### config.mk
export PLATFORM = sky130hd
export DESIGN_NAME = mmio_responder
export DESIGN_NICKNAME = d
export VERILOG_FILES = /design/src/rtl/mmio_pkg.sv /design/src/rtl/mmio_responder_sync_edge_detect.sv /design/src/rtl/mmio_responder.sv
export SDC_FILE = /design/constraint.sdc
export NUM_CORES = 1
export LEC_CHECK = 0
export BUFFER_PORTS_ARGS = -buffer_cell sky130_fd_sc_hd__buf_2
export CORE_MARGIN = 4
export CORE_UTILIZATION = 44
export CTS_CLUSTER_SIZE = 30
export DETAILED_ROUTE_END_ITERATION = 16
export SKIP_LAST_GASP = 1
export SLEW_MARGIN = 25
export SYNTH_ARGS = -nofsm -noshare
export SYNTH_HDL_FRONTEND = slang
export SYNTH_SLANG_ARGS = --single-unit
### constraint.sdc
create_clock -name clk -period 11.9 [get_ports clk]
set_input_delay 0.595 -clock clk [delete_from_list [all_inputs] [get_ports clk]]
set_output_delay 0.595 -clock clk [all_outputs]
set_load 0.1 [all_outputs]
### src/rtl/mmio_pkg.sv
// mmio_pkg: register map shared by the MMIO responder,
// data_mem and the CPU bench.
package mmio_pkg;

   localparam logic [31:0] MMIO_BASE_DEFAULT = 32'h8000_0000;

   localparam logic [4:0] OFF_LED     = 5'h00;
   localparam logic [4:0] OFF_SW      = 5'h04;
   localparam logic [4:0] OFF_SW_EDGE = 5'h08;
   localparam logic [4:0] OFF_CYCLE   = 5'h0C;
   localparam logic [4:0] OFF_TCMP    = 5'h10;
   localparam logic [4:0] OFF_TCNT    = 5'h14;
   localparam logic [4:0] OFF_TCTRL   = 5'h18;
   localparam logic [4:0] OFF_RSVD    = 5'h1C;

   localparam int TCTRL_EN     = 0;
   localparam int TCTRL_PEND   = 1;
   localparam int TCTRL_AUTO   = 2;
   localparam int TCTRL_IRQ_EN = 3;

   localparam logic [31:0] TCMP_RESET = 32'hFFFF_FFFF;

   // Word index inside the window, addr[4:2].
   typedef enum logic [2:0] {
      REG_LED     = 3'd0,
      REG_SW      = 3'd1,
      REG_SW_EDGE = 3'd2,
      REG_CYCLE   = 3'd3,
      REG_TCMP    = 3'd4,
      REG_TCNT    = 3'd5,
      REG_TCTRL   = 3'd6,
      REG_RSVD    = 3'd7
   } reg_sel_e;

   // Field order matches the TCTRL bit indices above.
   typedef struct packed {
      logic irq_en;
      logic autoreload;
      logic pend;
      logic en;
   } tctrl_t;

   function automatic logic [31:0] tctrl_word(input tctrl_t t);
      return {28'h0, t};
   endfunction

endpackage

### src/rtl/mmio_responder_sync_edge_detect.sv
// sync_edge_detect: two-flop synchroniser for async inputs,
// plus a history flop for rising-edge pulses.
module sync_edge_detect #(
   parameter int W = 8
) (
   input  logic         clk,
   input  logic         reset,
   input  logic [W-1:0] async_in,
   output logic [W-1:0] sync_out,
   output logic [W-1:0] rise
);

   logic [W-1:0] meta_q, meta_d;
   logic [W-1:0] sync_q, sync_d;
   logic [W-1:0] hist_q, hist_d;

   // Shift chain: pin -> meta -> sync -> hist.
   always_comb begin
      meta_d = async_in;
      sync_d = meta_q;
      hist_d = sync_q;
   end

   // Chain flops, cleared asynchronously.
   always_ff @(posedge clk or posedge reset) begin
      if (reset) begin
         meta_q <= '0;
         sync_q <= '0;
         hist_q <= '0;
      end else begin
         meta_q <= meta_d;
         sync_q <= sync_d;
         hist_q <= hist_d;
      end
   end

   assign sync_out = sync_q;
   assign rise     = sync_q & ~hist_q;

endmodule

### src/rtl/mmio_responder.sv
// mmio_responder: data-port MMIO target with LEDs, switches,
// cycle counter and compare timer. BASE_ADDR must be 32B aligned.
module mmio_responder
   import mmio_pkg::*;
#(
   parameter logic [31:0] BASE_ADDR = MMIO_BASE_DEFAULT,
   parameter int          LED_W     = 8,
   parameter int          SW_W      = 8
) (
   input  logic             clk,
   input  logic             reset,
   input  logic             memwrite,
   input  logic             memread,
   input  logic [31:0]      addr,
   input  logic [31:0]      writedata,
   output logic [31:0]      readdata,
   output logic             hit,
   input  logic [SW_W-1:0]  switch_input,
   output logic [LED_W-1:0] led_output,
   output logic             irq
);

   reg_sel_e         sel;
   logic             wr_en;
   logic             rd_en;
   logic             wr_led;
   logic             wr_sw_edge;
   logic             wr_tcmp;
   logic             wr_tcnt;
   logic             wr_tctrl;
   logic             tmr_match;

   logic [SW_W-1:0]  sw_sync;
   logic [SW_W-1:0]  sw_rise;

   logic [LED_W-1:0] led_q, led_d;
   logic [SW_W-1:0]  sw_edge_q, sw_edge_d;
   logic [31:0]      cycle_q, cycle_d;
   logic [31:0]      tcmp_q, tcmp_d;
   logic [31:0]      tcnt_q, tcnt_d;
   tctrl_t           tctrl_q, tctrl_d;

   sync_edge_detect #(
      .W (SW_W)
   ) u_sw (
      .clk      (clk),
      .reset    (reset),
      .async_in (switch_input),
      .sync_out (sw_sync),
      .rise     (sw_rise)
   );

   // Window decode; the strobes do not affect hit.
   always_comb begin
      hit   = (addr[31:5] == BASE_ADDR[31:5])
              && (addr[1:0] == 2'b00);
      sel   = reg_sel_e'(addr[4:2]);
      wr_en = memwrite & hit;
      rd_en = memread & hit;
   end

   // Per-register write strobes; RO and reserved slots drop writes.
   always_comb begin
      wr_led     = 1'b0;
      wr_sw_edge = 1'b0;
      wr_tcmp    = 1'b0;
      wr_tcnt    = 1'b0;
      wr_tctrl   = 1'b0;
      if (wr_en) begin
         unique case (sel)
            REG_LED:     wr_led     = 1'b1;
            REG_SW_EDGE: wr_sw_edge = 1'b1;
            REG_TCMP:    wr_tcmp    = 1'b1;
            REG_TCNT:    wr_tcnt    = 1'b1;
            REG_TCTRL:   wr_tctrl   = 1'b1;
            default:     ;
         endcase
      end
   end

   // Zero-latency read mux over pre-edge register state.
   always_comb begin
      readdata = 32'h0;
      if (rd_en) begin
         unique case (sel)
            REG_LED:     readdata = 32'(led_q);
            REG_SW:      readdata = 32'(sw_sync);
            REG_SW_EDGE: readdata = 32'(sw_edge_q);
            REG_CYCLE:   readdata = cycle_q;
            REG_TCMP:    readdata = tcmp_q;
            REG_TCNT:    readdata = tcnt_q;
            REG_TCTRL:   readdata = tctrl_word(tctrl_q);
            REG_RSVD:    readdata = 32'h0;
         endcase
      end
   end

   // LED, compare value and free-running cycle counter.
   always_comb begin
      led_d   = wr_led  ? writedata[LED_W-1:0] : led_q;
      tcmp_d  = wr_tcmp ? writedata : tcmp_q;
      cycle_d = cycle_q + 32'd1;
   end

   // Edge capture: W1C, but a new rising edge on the same bit wins.
   always_comb begin
      sw_edge_d = sw_edge_q;
      if (wr_sw_edge) begin
         sw_edge_d = sw_edge_d & ~writedata[SW_W-1:0];
      end
      sw_edge_d = sw_edge_d | sw_rise;
   end

   // Timer count: match, reload or increment; software write wins.
   always_comb begin
      tmr_match = tctrl_q.en && (tcnt_q == tcmp_q);
      tcnt_d    = tcnt_q;
      if (tctrl_q.en) begin
         if (tmr_match && tctrl_q.autoreload) begin
            tcnt_d = 32'h0;
         end else begin
            tcnt_d = tcnt_q + 32'd1;
         end
      end
      if (wr_tcnt) begin
         tcnt_d = writedata;
      end
   end

   // Timer control: PEND is W1C, and a match on the same edge wins.
   always_comb begin
      tctrl_d = tctrl_q;
      if (wr_tctrl) begin
         tctrl_d.en         = writedata[TCTRL_EN];
         tctrl_d.autoreload = writedata[TCTRL_AUTO];
         tctrl_d.irq_en     = writedata[TCTRL_IRQ_EN];
         if (writedata[TCTRL_PEND]) begin
            tctrl_d.pend = 1'b0;
         end
      end
      if (tmr_match) begin
         tctrl_d.pend = 1'b1;
      end
   end

   // All responder state; reset discards any write at that edge.
   always_ff @(posedge clk or posedge reset) begin
      if (reset) begin
         led_q     <= '0;
         sw_edge_q <= '0;
         cycle_q   <= 32'h0;
         tcmp_q    <= TCMP_RESET;
         tcnt_q    <= 32'h0;
         tctrl_q   <= '0;
      end else begin
         led_q     <= led_d;
         sw_edge_q <= sw_edge_d;
         cycle_q   <= cycle_d;
         tcmp_q    <= tcmp_d;
         tcnt_q    <= tcnt_d;
         tctrl_q   <= tctrl_d;
      end
   end

   assign led_output = led_q;
   assign irq        = tctrl_q.pend & tctrl_q.irq_en;

endmodule
; Yosys cells after proc, flatten, opt, wreduce, memory -nomap -nowiden
; Index checks and enable logic that the tools add are counted.
[totals]
in_bits = 76
regBits = 140
word_cells = 59
out_inout_bits = 42
[classes]
eq_ne = 9
bitwise = 8
muxes = 19
n_reduce_logical = 9
n_addsub = 2
[op_table]
columns = operator, n
row1 = $pmux 32 s8, 1
row2 = $mux 32, 4
row3 = $add 32x1->32 const B, 2
row4 = $eq 32x32->1, 1
row5 = $eq 27x27->1 const B, 1
row6 = $and 8x8->8, 2
row7 = $not 8->8, 2
row8 = $eq 3x3->1 const B, 4
row9 = $mux 1, 12
row10 = $mux 8, 1
row11 = $or 8x8->8, 1
row12 = $eq 3x2->1 const B, 2
row13 = $reduce_bool 2->1, 3
row14 = $and 1x1->1, 3
row15 = $eq 3x1->1 const B, 1
row16 = $logic_and 1x1->1, 3
row17 = $logic_not 3->1, 1
row18 = $logic_not 2->1, 1
row19 = $mux 2, 1
row20 = $reduce_and 2->1, 1

; Logic depth before layout (Yosys ltp)
; Gate-level depths: netlist (run 1).
[depth]
ltp_word = 6
depth_mapped = 9
depth_no_buf = 8

; Modules after synthesis
; A second synthesis (run 1) with hierarchy kept.
[hier_totals]
cells_unflattened = 799
hier_area_um2 = 7757.4
[by_module_without_submodules]
columns = mod, cells_each, seq_area_each_um2, area_per_inst_um2, instances
row1 = mmio_responder, 766, 2942.8, 7043.0, 1
row2 = sync_edge_detect, 33, 600.6, 714.4, 1

; Worst setup path before layout (run 1)
; Ideal clock, no wire load.
[synth_timing]
path_kind = input-to-output
from = input addr[13]
to = output readdata[5]
path_slack_ns = 5.240
arrival_ns = 6.065
t_required_ns = 11.305
stages = 6
path_cell_list = nor4_1 -> nand2_1 -> nor3_1 -> nand2_1 -> clkbuf_1 -> a211oi_1
[synth_between]
elab_chain_len = 4
[synth_rtl]
columns = item, line
row1 = start: declaration, mmio_responder.sv:14  ; input logic [31:0] addr,
row2 = $eq 27x27->1, mmio_responder.sv:55  ; hit = (addr[31:5] == BASE_ADDR[31:5])
row3 = $logic_and 1x1->1, mmio_responder.sv:56  ; && (addr[1:0] == 2'b00);
row4 = named net hit, mmio_responder.sv:17  ; output logic hit,
row5 = $and 1x1->1, mmio_responder.sv:59  ; rd_en = memread & hit;
row6 = $mux 32, mmio_responder.sv:84  ; if (rd_en) begin
row7 = end: declaration, mmio_responder.sv:16  ; output logic [31:0] readdata,
; The timed path passes the listed nets, and every way through them passes these cells.

; Worst setup path in the final report (run 1)
[layout_timing]
from = input addr[8]
to = output readdata[5]
[layout_between]
elab_chain_len = 4
[layout_rtl]
columns = item, line
row1 = $eq 27x27->1, mmio_responder.sv:55
row2 = $logic_and 1x1->1, mmio_responder.sv:56
row3 = $and 1x1->1, mmio_responder.sv:59
row4 = $mux 32, mmio_responder.sv:84
; Every way passes these cells.

==> results of run 1 <==
[through the flow]
stage | total power (W) | worst slack [ns]
finish | 0.00108 | 8.16
global placement | 0.000547 | 7.77
global route | 0.00112 | 8.03
floorplan | 0.000519 | 5.24
detailed placement | 0.000547 | 7.87
CTS | 0.00109 | 7.86
[sequential cells by signal (all words and copies together), names as in the netlist]
signal,count
u_sw.hist_q,8
tcmp_q,32
u_sw.sync_out,8
tcnt_q,32
tctrl_q,4
u_sw.meta_q,8
sw_edge_q,8
led_output,8
cycle_q,32
[report_power, final]
group | switching, W | total (W) | leakage [nW] | internal [W]
Sequential | 0.00000193 | 0.000482 | 1.58 | 0.000480
Clock | 0.000256 | 0.000543 | 0.300 | 0.000286
Combinational | 0.0000351 | 0.0000557 | 2.01 | 0.0000207
[cell families after synthesis]
group	count (synthesis)	synth area share (%)
adders and majority gates	2	0.325
buffers and inverters	77	4.08
DFF	140	46.0
xor gates and xnor gates	65	7.40
and+or+nand+nor	268	17.4
muxes	79	11.4
AOI/OAI and AO/OA	155	13.4
[placed cells by master, fill, tap and decap left out, types with 3 or more instances in the layout]
cell type,n
nand4_1,20
clkinv_8,6
clkinv_4,3
buf_4,7
o31ai_1,7
xor2_1,15
o22a_1,7
inv_1,26
o41ai_1,4
a21o_1,3
nand2_1,64
and2_1,5
a21oi_1,37
buf_2,117
o21ai_1,4
nor2_1,80
dfstp_2,32
nor4_1,11
and3_1,14
or3_1,3
xnor2_1,50
nor3_1,14
a22o_1,8
inv_8,6
clkbuf_16,17
dfrtp_1,108
mux2_1,3
mux2_2,64
a22oi_1,46
nand3_1,34
a211oi_1,6
o21ai_0,25
mux2i_1,12
[synthesized netlist by cell type, types with 4 or more instances]
cell,number
xor2_1,15
o31ai_1,7
mux2_2,64
dfrtp_1,108
dfstp_2,32
o21ai_0,25
nand2_1,65
a22o_1,8
clkbuf_1,31
buf_1,4
and2_1,5
nand4_1,20
o41ai_1,4
a22oi_1,46
o22a_1,7
and3_1,14
a21oi_1,37
buf_2,14
mux2i_1,12
nand3_1,34
nor3_1,15
a211oi_1,6
nor4_1,11
inv_1,27
o21ai_1,4
xnor2_1,50
nor2_1,80
[layout make-up]
class                           instances  area [um^2]
Clock buffer                           17          425
Inverter                               27          106
Antenna cell                            1         2.50
Multi-Input combinational cell        569         3850
Tap cell                              225          282
Clock inverter                         15          191
Timing Repair Buffer                  124          638
Sequential cell                       140         3540
Fill cell                            1600         8190
[worst min path at each step]
stage,startpoint,to,cells past startpoint
after floorplan,u_sw.meta_q[0]$_DFF_PP0_,u_sw.sync_out[0]$_DFF_PP0_,0
after global placement,u_sw.meta_q[4]$_DFF_PP0_,u_sw.sync_out[4]$_DFF_PP0_,0
after detailed placement,u_sw.meta_q[1]$_DFF_PP0_,u_sw.sync_out[1]$_DFF_PP0_,0
after CTS,switch_input[4],u_sw.meta_q[4]$_DFF_PP0_,1
after global routing,switch_input[4],u_sw.meta_q[4]$_DFF_PP0_,1
final,switch_input[4],u_sw.meta_q[4]$_DFF_PP0_,1
[per-layer routing]
metal / vias up / track usage [%] / share of wire (%) / routed length [um]
li1: 2995 / - / - / -
met1: 3031 / 32.9 / 48 / 10100
met2: 169 / 32.1 / 46 / 9630
met3: 16 / 4.20 / 5.2 / 1090
met4: 0 / 6.94 / 1.6 / 330
met5: - / 0 / 0 / 0
==> impl_metrics.yaml, run 1 <==
outcome:
  status: "finished, final reports clean"
critical_path:
  cpPeakStageDelay_ns: 0.54
  cp_num_cells: 7
  r2r_setup_slack_ns: 9.06
  worstReg2RegStart: "tcnt_q[17]$_DFFE_PP0P_"
  crit_buf_inv: 2
  end_kind: "primary output"
  required_ns: 11.31
  critical_path_arrival_ns: 3.14
  crit_chain: "buf_2 -> nor4_1 -> nand2_1 -> nor3_1 -> nand2_2 -> a211oi_1 -> buf_2"
  crit_fanout: 32
  crit_type: "in -> out"
  critPathSlowestCell: "nor3_1"
  ff2ff_path_depth: 8
  crit_family: "simple AND/OR/NAND/NOR gates"
  r2r_end: "tcnt_q[23]$_DFFE_PP0P_"
  path_common_cell: "buf_2"
  cp-startpoint: "addr[8]"
  endpoint: "readdata[5]"
  start_kind: "input pin"
drt:
  antenna_left: 0
  drtIter0Drc: 560
  wl_um: 21100
  via_per_inst: 5.56
  first_pass_iters: 5
  vias: 6211
  drc: 0
  wl_per_cell_um: 18.9
finish:
  fin_area_um2: 9040
  syn_to_final_growth_pct: 17.5
  fin_util_pct: 52.5
  final_cell_count_no_fill: 1118
  drive_gt1_share_pct: 29.9
  nNetsFinal: 957
clock_network:
  clk_latency_ns: 0.43
  cts-buffers-inserted: 17
  cts_root_buffer: "clkbuf_16"
  cts_sinks: 140
  clockBufferDepth: 2
  post_cts_resized: 0
  post_cts_buffers: 0
  path_clk_slew_ns: 0.07
  cts_hold_buf: 0
  htreeDepth: 4
  cts_tree: "done"
timing:
  setup_viol: 0
  rsz0062_at_grt: "no"
  max_freq_mhz: 268
  worst_pin_slew_ns: 0.954
  relSlewSlack_pct: 36.3
  skew_ns: 0.0141
  whs_ns: 0.263
  hold_violations: 0
  post-route-period-util_pct: 31.4
  timing.final.max_slew_violations: 0
  period_needed_ns: 3.74
  setup_tns_ns: 0
floorplan:
  rows: 48
  dieArea_um2: 19700
  start_util_pct: 44.7
  die_h_um: 140
  die_w_um: 140
  core_area_um2: 17200
  boundaryPins: 118
synthesis:
  ys_warn_count: 0
  netlist_top_cells_area: "dfrtp_1 35%, dfstp_2 11%, mux2_2 9.4%"
  synth-edff-count: 0
  syn_nets: 864
  synth-seq-cells: 140
  synth_top_area_share_pct: 35.1
  ys.flop_type: "dfrtp_1"
  netlist_area_um2: 7700
  synth_top_area_cell: "dfrtp_1"
  synth_cell_types: 55
  synthCells: 786
  synthArstFlopShare_pct: 100
  yosysSeqAreaShare_pct: 46.0
  synth.avg_cell_area_um2: 9.79
pwr:
  powerDensity_nw_per_um2: 119
  p_leak_nw: 3.89
  peakVddDrop_uv: 101
placed_design:
  gp_congestion: 0.861
  dpl.cell_count: 1085
  io_buffers: 117
  dp_hpwl_um: 15000
  dpl-instance-area_um2: 8420
grt:
  grt_pass1_vias: 6083
  grt_overflow: 0
  grt.total_usage_pct: 21.9
  grt_max_degree: 85
  grt_pass1_wl_um: 33900
  antenna_found_initial: 1
flow_run:
  drv_cap: 0
hold_path:
  hp-class: "in -> reg"
No activity file was read; power rests on OpenSTA's default activity.
==> run 2: changes to the inputs <==
clock period = 3.72 ns   (was 11.9 ns; I/O delays follow)
==> run 2 against run 1 <==
The flow now finishes with violations (hold timing). Non-clock buffer count grew 15. Sequential share of layout area is 0.74 points lower. Combinational power rose to 3.5 times the previous value. Die area stayed put. Routed wire length increased by 4.6%. Final area increased by 1.9%. Worst setup slack worse by 7.1 ns. Global-route usage increased by 0.77 points. Critical endpoint is now tcnt_q[30]$_DFFE_PP0P_. Largest cell class unchanged. Largest power group unchanged. Highest routed layer unchanged.
==> impl_metrics.yaml, run 2 (synthesis results as in run 1) <==
outcome:
  status: "finished, violations left"
  violations: "hold timing"
timing:
  setup_viol: 0
  post-route-period-util_pct: 71.4
  setup_tns_ns: 0
  period_needed_ns: 2.66
  skew_ns: 0.00871
  whs_ns: -0.0354
  relSlewSlack_pct: 47.6
  max_freq_mhz: 376
  timing.final.max_slew_violations: 0
  fin_ws_ns: 1.06
  worst_pin_slew_ns: 0.786
  rsz0062_at_grt: "no"
  hold_violations: 18
critical_path:
  start_kind: "flip-flop"
  critPathSlowestCell: "nor4_1"
  crit_family: "simple AND/OR/NAND/NOR gates"
  crit_buf_inv: 1
  crit_chain: "xor2_1 -> nor4_1 -> nand2_1 -> nand4b_1 -> buf_4 -> o21ai_0 -> a21boi_0 -> o22a_1"
  crit_type: "reg -> reg"
  critical_path_arrival_ns: 2.97
  crit_fanout: 25
  end_kind: "flip-flop"
  required_ns: 4.04
  cpPeakStageDelay_ns: 0.57
grt:
  grt_use_met3_pct: 4.37
  grt_util_met2_pct: 35.2
  grt_max_degree: 141
  use_met1_pct: 32.7
  busiest_layer: "met2"
  grt_pass1_wl_um: 35400
  grt_overflow: 0
  antenna_found_initial: 0
  grt.total_usage_pct: 22.7
  grt_pass1_vias: 6408
clock_network:
  clockBufferDepth: 2
  cts_root_buffer: "clkbuf_16"
  path_clk_slew_ns: 0.06
  clk_latency_ns: 0.43
  cts_sinks: 140
  cts-buffers-inserted: 17
  cts_tree: "done"
  post_cts_buffers: 0
  htreeDepth: 4
placed_design:
  dp_hpwl_um: 15800
  gp_congestion: 0.876
  io_buffers: 117
  place_ws_ns: 1.07
  dpl-instance-area_um2: 8480
finish:
  syn_to_final_growth_pct: 19.8
  fin_util_pct: 53.5
  reg_top3: "cycle_q: 32 flops, tcmp_q: 32 flops, tcnt_q: 32 flops"
  final_common_cell: "buf_2"
  drive_gt1_share_pct: 30.1
  nNetsFinal: 972
  final_cell_mix: "117 x buf_2, 108 x dfrtp_1, 80 x nor2_1"
  antenna_cells: 0
  fin_area_um2: 9220
  n_fill_cell: 1565
drt:
  drtIter0Drc: 592
  drc: 0
  antenna_left: 0
  via_per_inst: 5.71
  first_pass_iters: 5
  wl_per_cell_um: 19.5
  vias: 6461
  wl_um: 22100
floorplan:
  rows: 48
  core_area_um2: 17200
  start_util_pct: 44.7
  die_w_um: 140
  die_h_um: 140
  dieArea_um2: 19700
  boundaryPins: 118
pwr:
  p_sw_share_pct: 25.2
  p_sw_w: 0.000891
  pwr-share-clk_pct: 50.8
  p_leak_nw: 3.97
  peakVddDrop_uv: 329
  p_int_w: 0.00264
  p_seq_share_pct: 43.7
  combPwrFrac_pct: 5.5
  p_total_w: 0.00353
  powerDensity_nw_per_um2: 383
flow_run:
  drv_cap: 0
hold_path:
  hp-class: "in -> async"
==> run 2: timing repair <==
action / 4_1_cts / 5_1_grt
gates resized for setup: 0 / 0
endpoints found under the hold margin: 12 / 0
hold buffers: 12 / 0
==> run 2: worst paths after layout <==
path	from	endpoint	slack [ns]	cells after the start
max in group asynchronous	reset	tcnt_q[11]$_DFFE_PP0P_	3.20	3
setup / recovery	tcmp_q[3]$_DFFE_PP1P_	tcnt_q[30]$_DFFE_PP0P_	1.06	8
setup reg to reg	tcmp_q[3]$_DFFE_PP1P_	tcnt_q[30]$_DFFE_PP0P_	1.06	8
hold reg to reg	u_sw.meta_q[1]$_DFF_PP0_	u_sw.sync_out[1]$_DFF_PP0_	0.35	0
hold / removal	reset	cycle_q[19]$_DFF_PP0_	-0.04	3
min in group clk	writedata[14]	tcmp_q[14]$_DFFE_PP1P_	0.01	2
==> run 2: layout make-up <==
cell class | count | area [um^2] | share of cell area [%]
Multi-Input combinational cell | 569 | 3870 | 42.0
Sequential cell | 140 | 3540 | 38.4
Timing Repair Buffer | 139 | 793 | 8.61
Clock buffer | 17 | 425 | 4.62
Tap cell | 225 | 282 | 3.05
Clock inverter | 15 | 195 | 2.12
Inverter | 27 | 105 | 1.14
==> run 2: stage by stage <==
| step | hold WS (ns) | instances |
|---|---|---|
| 6_report | -0.0354 | 1132 |
| 5_1_grt | 0.00367 | 1132 |
| 4_1_cts | 0.00113 | 1132 |
| 3_5_place_dp | 0.295 | 1088 |
| 3_3_place_gp | 0.294 | 1088 |
| 2_1_floorplan | 0.217 | 786 |
==> run 2: metal layers <==
| layer | vias up | wire length (um) |
|---|---|---|
| met5 | - | 0 |
| met4 | 0 | 395 |
| met2 | 218 | 10400 |
| met3 | 40 | 1490 |
| met1 | 3181 | 9830 |
| li1 | 3022 | - |
==> run 2: power groups by stage <==
stage / clock, W / sequential, W / combinational [W]
5_1_grt: 0.00190 / 0.00154 / 0.000215
2_1_floorplan: 0 / 0.00157 / 0.0000947
4_1_cts: 0.00182 / 0.00154 / 0.000197
6_report: 0.00179 / 0.00154 / 0.000196
3_5_place_dp: 0 / 0.00157 / 0.000186
3_3_place_gp: 0 / 0.00157 / 0.000183
==> run 2: worst min-delay path: cells and delay by family <==
family | cells | cell delay (ns)
buf+inv | 3 | 0.70
